[config.mk]
export PLATFORM = sky130hd
export DESIGN_NAME = fetch_pc_unit
export DESIGN_NICKNAME = d
export VERILOG_FILES = /design/src/rtl/riscv_pkg.sv /design/src/rtl/branch_resolve.sv /design/src/rtl/fetch_pc_unit.sv
export SDC_FILE = /design/constraint.sdc
export NUM_CORES = 1
export LEC_CHECK = 0
export BUFFER_PORTS_ARGS = -buffer_cell sky130_fd_sc_hd__buf_4
export CAP_MARGIN = 30
export CORE_MARGIN = 2
export CORE_UTILIZATION = 54
export CTS_CLUSTER_DIAMETER = 100
export CTS_CLUSTER_SIZE = 8
export DETAILED_ROUTE_END_ITERATION = 8
export PLACE_DENSITY = 0.87
export SLEW_MARGIN = 20
export SYNTH_ARGS = -nofsm -noshare
export SYNTH_HDL_FRONTEND = slang
export SYNTH_SLANG_ARGS = --single-unit
[constraint.sdc]
create_clock -name clk -period 6.56 [get_ports clk]
set_input_delay 0.984 -clock clk [delete_from_list [all_inputs] [get_ports clk]]
set_output_delay 0.984 -clock clk [all_outputs]
set_load 0.02 [all_outputs]
[src/rtl/riscv_pkg.sv]
// riscv_pkg: shared constants for the fetch stage (FSM states, branch codes, flags, traps).
// Revision 1.0
`default_nettype none

package riscv_pkg;

  localparam logic [2:0] ST_RESET = 3'd0;
  localparam logic [2:0] ST_REQ   = 3'd1;
  localparam logic [2:0] ST_WAIT  = 3'd2;
  localparam logic [2:0] ST_EXEC  = 3'd3;
  localparam logic [2:0] ST_HALT  = 3'd4;

  localparam logic [2:0] BR_BEQ  = 3'b000;
  localparam logic [2:0] BR_BNE  = 3'b001;
  localparam logic [2:0] BR_BLT  = 3'b100;
  localparam logic [2:0] BR_BGE  = 3'b101;
  localparam logic [2:0] BR_BLTU = 3'b110;
  localparam logic [2:0] BR_BGEU = 3'b111;

  localparam int FLAG_N = 3;
  localparam int FLAG_Z = 2;
  localparam int FLAG_C = 1;
  localparam int FLAG_V = 0;

  localparam logic [1:0] TRAP_NONE      = 2'b00;
  localparam logic [1:0] TRAP_MISALIGN  = 2'b01;
  localparam logic [1:0] TRAP_TIMEOUT   = 2'b10;

  localparam logic [31:0] NOP_INSTR = 32'h0000_0013;

endpackage

`default_nettype wire

[src/rtl/branch_resolve.sv]
// branch_resolve: combinational branch decision from {is_branch, funct3} and {N,Z,C,V}.
// Revision 1.0
`default_nettype none

module branch_resolve
  import riscv_pkg::*;
(
  input  logic [3:0] branching_i,
  input  logic [3:0] alu_flag_i,
  output logic       taken_o
);

  logic cond;

  always_comb begin
    cond = 1'b0;
    case (branching_i[2:0])
      BR_BEQ:  cond = alu_flag_i[FLAG_Z];
      BR_BNE:  cond = ~alu_flag_i[FLAG_Z];
      BR_BLT:  cond = alu_flag_i[FLAG_N] ^ alu_flag_i[FLAG_V];
      BR_BGE:  cond = ~(alu_flag_i[FLAG_N] ^ alu_flag_i[FLAG_V]);
      BR_BLTU: cond = ~alu_flag_i[FLAG_C];
      BR_BGEU: cond = alu_flag_i[FLAG_C];
      default: cond = 1'b0;
    endcase
  end

  assign taken_o = branching_i[3] & cond;

endmodule

`default_nettype wire

[src/rtl/fetch_pc_unit.sv]
// fetch_pc_unit: PC register, req/rvalid instruction fetch and next-PC selection with traps.
// Revision 1.0
`default_nettype none

module fetch_pc_unit
  import riscv_pkg::*;
#(
  parameter int              XLEN     = 32,
  parameter logic [XLEN-1:0] RESET_PC = '0,
  parameter int              MAX_WAIT = 255
) (
  input  logic            clk,
  input  logic            rst,
  output logic            imem_req,
  output logic [XLEN-1:0] imem_addr,
  input  logic            imem_rvalid,
  input  logic [31:0]     imem_rdata,
  output logic [31:0]     instr,
  output logic            instr_valid,
  output logic [XLEN-1:0] pc,
  output logic [XLEN-1:0] pc_plus4,
  input  logic            jumping,
  input  logic            jalr,
  input  logic [3:0]      branching,
  input  logic [3:0]      alu_flag,
  input  logic [XLEN-1:0] imm_ext,
  input  logic [XLEN-1:0] alu_result,
  input  logic            stall,
  output logic            trap,
  output logic [1:0]      trap_cause,
  output logic [XLEN-1:0] trap_pc
);

  localparam int CW = $clog2(MAX_WAIT + 1);

  logic [2:0]      state_q,   state_d;
  logic [XLEN-1:0] pc_q,      pc_d;
  logic [31:0]     instr_q,   instr_d;
  logic            trap_q,    trap_d;
  logic [1:0]      cause_q,   cause_d;
  logic [XLEN-1:0] trap_pc_q, trap_pc_d;
  logic [CW-1:0]   cnt_q,     cnt_d;

  logic            taken;
  logic [XLEN-1:0] next_pc;
  logic [CW-1:0]   cnt_inc;
  logic            unused_alu_lsb;

  branch_resolve u_branch_resolve (
    .branching_i (branching),
    .alu_flag_i  (alu_flag),
    .taken_o     (taken)
  );

  // jalr clears bit 0 of its target, so that bit is intentionally dropped
  assign unused_alu_lsb = alu_result[0];
  assign cnt_inc        = cnt_q + CW'(1);

  always_comb begin
    if (jumping && jalr) begin
      next_pc = {alu_result[XLEN-1:1], 1'b0};
    end else if (jumping || taken) begin
      next_pc = pc_q + imm_ext;
    end else begin
      next_pc = pc_q + XLEN'(4);
    end
  end

  always_comb begin
    state_d   = state_q;
    pc_d      = pc_q;
    instr_d   = instr_q;
    trap_d    = trap_q;
    cause_d   = cause_q;
    trap_pc_d = trap_pc_q;
    cnt_d     = cnt_q;
    case (state_q)
      ST_RESET: state_d = ST_REQ;
      ST_REQ: begin
        cnt_d   = '0;
        state_d = ST_WAIT;
      end
      ST_WAIT: begin
        // a response arriving on the last allowed cycle still beats the timeout
        if (imem_rvalid) begin
          instr_d = imem_rdata;
          state_d = ST_EXEC;
        end else begin
          cnt_d = cnt_inc;
          if (cnt_inc == CW'(MAX_WAIT)) begin
            trap_d    = 1'b1;
            cause_d   = TRAP_TIMEOUT;
            trap_pc_d = pc_q;
            state_d   = ST_HALT;
          end
        end
      end
      ST_EXEC: begin
        if (!stall) begin
          if (next_pc[1:0] != 2'b00) begin
            trap_d    = 1'b1;
            cause_d   = TRAP_MISALIGN;
            trap_pc_d = pc_q;
            state_d   = ST_HALT;
          end else begin
            pc_d    = next_pc;
            state_d = ST_REQ;
          end
        end
      end
      ST_HALT: state_d = ST_HALT;
      default: state_d = ST_HALT;
    endcase
  end

  always_ff @(posedge clk) begin
    if (rst) begin
      state_q   <= ST_RESET;
      pc_q      <= RESET_PC;
      instr_q   <= NOP_INSTR;
      trap_q    <= 1'b0;
      cause_q   <= TRAP_NONE;
      trap_pc_q <= '0;
      cnt_q     <= '0;
    end else begin
      state_q   <= state_d;
      pc_q      <= pc_d;
      instr_q   <= instr_d;
      trap_q    <= trap_d;
      cause_q   <= cause_d;
      trap_pc_q <= trap_pc_d;
      cnt_q     <= cnt_d;
    end
  end

  assign imem_req    = (state_q == ST_REQ);
  assign imem_addr   = pc_q;
  assign instr       = instr_q;
  assign instr_valid = (state_q == ST_EXEC);
  assign pc          = pc_q;
  assign pc_plus4    = pc_q + XLEN'(4);
  assign trap        = trap_q;
  assign trap_cause  = cause_q;
  assign trap_pc     = trap_pc_q;

endmodule

`default_nettype wire
==> flow_summary.json <==
{
  "grt_max_degree": 64,
  "die_w_microns": 120,
  "critPathKind": "reg -> out",
  "arrival_ps": 2800,
  "rows": 42,
  "synth_flop_cell": "dfxtp_1",
  "final_util_pct": 71.3,
  "cts_sinks": 110,
  "syn-instance-count": 941,
  "clk_latency_ps": 360,
  "grt_pass1_wl_mm": 35.7,
  "drive_gt1_share_pct": 26.5,
  "syn_area_sq_um": 7260,
  "synth_top_area_cell": "dfxtp_1",
  "start_util_pct": 55.1,
  "synth_edf_count": 0,
  "fin_crit_ps": 3790,
  "slew-limit-headroom_pct": 32.1,
  "drt_iter0_markers": 654,
  "yosys-top-cells-area": "dfxtp_1 30%, nand2_1 7.6%, a21oi_1 5.9%, ha_1 5.9%, mux2i_1 5.4%",
  "io_buffers": 273,
  "clkSlewWorstSetupHoldPaths_ps": 80,
  "yosysMostFrequentCell": "nand2_1",
  "rsz0062_at_grt": "no",
  "tns_ps": 0,
  "wl_per_cell_microns": 17.4,
  "core_area_sq_um": 13200,
  "grt.overflow.total": 0,
  "cts-root-buf": "clkbuf_16",
  "worstPathCellList": "and4_1, nor2b_1, nand2_1, nor2_1, xor2_1, buf_4",
  "ys_top_cells_by_count": "147 x nand2_1, 110 x dfxtp_1, 98 x nor2_1, 85 x a21oi_1, 39 x mux2i_1",
  "cts_tree": "done",
  "synth_seq_cells": 110,
  "fin_skew_ps": 9.83,
  "gp_congestion": 0.957,
  "dieArea_sq_um": 14400,
  "endpoint_kind": "primary output",
  "ys_types": 65,
  "p_per_area_nw_per_um2": 200,
  "avgSynthCellArea_sq_um": 7.72,
  "slowest_stage": "nor2b_1",
  "crit_path_max_incr_delay_ps": 710,
  "leakage_nw": 4.46,
  "antenna_found_initial": 0,
  "report.final.slew_viol_count": 0,
  "drc": 0,
  "hp-class": "reg -> reg",
  "layout_worst_path_cycle_share_pct": 57.7,
  "first_global_vias": 7149,
  "path_max_fanout": 9,
  "cp_top_family": "simple AND/OR/NAND/NOR gates",
  "ir_drop_v": 0.000192,
  "syn_nets": 1086,
  "dieHeight_microns": 120,
  "setup_viol": 0,
  "area_growth_pct": 29.5,
  "final_antenna_net_count": 0,
  "synth.top_cell.area_share_pct": 30.3,
  "fmax_mhz": 264,
  "placed_cell_area_sq_um": 9110,
  "cts_hold_buf": 0,
  "setup_slack_ps": 2770,
  "synth_seq_area_share_pct": 30.3,
  "stdcell_area_sq_um": 9410,
  "n_fill_cell": 1091,
  "viasPerCell": 5.84,
  "pin_count": 275,
  "post-cts-setup-buffers": 0,
  "yosys_warnings": 0,
  "postRouteWirelength_mm": 23.2,
  "htreeDepth": 3,
  "cts.path.max_buffers": 2,
  "cp-start-kind": "flip-flop",
  "dp.final_hpwl_mm": 16.9,
  "post_cts_resized": 0,
  "maxCapViolCount": 0,
  "crit_buf_inv": 1,
  "grtUsageTotal_pct": 30.8,
  "fin_hold_ws_ps": 449,
  "async_reset_ff_share_pct": 0,
  "cts_buffers": 9,
  "dr.pass1.iters": 7,
  "diodes": 0,
  "hold_viol_final": 0,
  "status": "completed",
  "dp_slack_ps": 2600,
  "vias": 7784,
  "cp.required_ps": 5580,
  "worst_pin_slew_ps": 1020,
  "final_net_count": 1297
}
[metal layers]
metal	part of all wire, %	wire (microns)	track usage [%]	vias up
li1	-	-	-	3735
met1	43	9890	39.9	3664
met2	47	11000	50.6	338
met3	7.6	1780	5.80	47
met4	2.6	609	11.8	0
met5	0	0	0	-
[placed cells by master, fill, tap and decap left out, drive strengths merged, types with 14 or more instances in the layout]
cell type,netlist,layout
xnor2,32,32
a21o,15,15
o21ai,37,37
nand2,147,147
buf,45,280
and3,14,14
nor2,98,98
o211ai,28,28
inv,14,17
ha,34,34
dfxtp,110,110
nor3,22,22
xor2,22,22
nand3,34,34
mux2i,39,39
a21oi,85,85
[worst register-to-register path: cells and delay by family (launching register included)]
family / cells / cell delay [ps]
buf+inv: 2 / 550
compound gates: 3 / 1140
mux: 1 / 280
flops: 1 / 480
simple gates: 2 / 170
fa+ha+maj: 2 / 690
[final cells by class]
class	instances	area (sq um)	share of cell area, %
repair buffers	280	2100	22.3
clock inverters	7	75.1	0.798
clock buffers	9	225	2.39
multi-input cells	737	4530	48.2
well taps	176	220	2.34
inverters	14	52.6	0.559
flip-flops and latches	110	2200	23.4
[where the power goes]
group	leakage, nW	switching, mW	internal, mW
combinational	3.42	0.340	0.232
clock	0.143	0.290	0.270
sequential	0.888	0.0430	0.708
[cells by family after synthesis]
family,Yosys count,synth area share (%)
buffers and inverters,94,7.49
multiplexers,41,5.68
flip-flops,110,30.3
adder cells (fa/ha/maj),35,6.13
XOR/XNOR,55,6.82
AO/OA/AOI/OAI,226,19.8
AND/OR/NAND/NOR,380,23.8
[registers in the layout, indices dropped and copies added, names as in the netlist]
register and cells:
state_q 3, imem_addr 32, trap_pc 32, trap 1, instr 32, trap_cause 2, cnt_q 8
[path summary, 6_finish.rpt]
kind	endpoint	slack [ps]	cells past startpoint	startpoint
worst min-delay path	trap	450	2	trap
worst min register to register	trap	450	2	trap
worst max register to register	trap_pc[13]	3120	10	imem_addr[0]
worst max-delay path	pc_plus4[27]	2770	6	imem_addr[5]
[per-stage QoR]
stage / power [mW] / std cells
floorplan: 1.13 / 941
detailed placement: 1.33 / 1317
global placement: 1.32 / 1317
global route: 1.97 / 1333
finish: 1.88 / 1333
CTS: 1.88 / 1333
(Power assumes the default switching activity.)
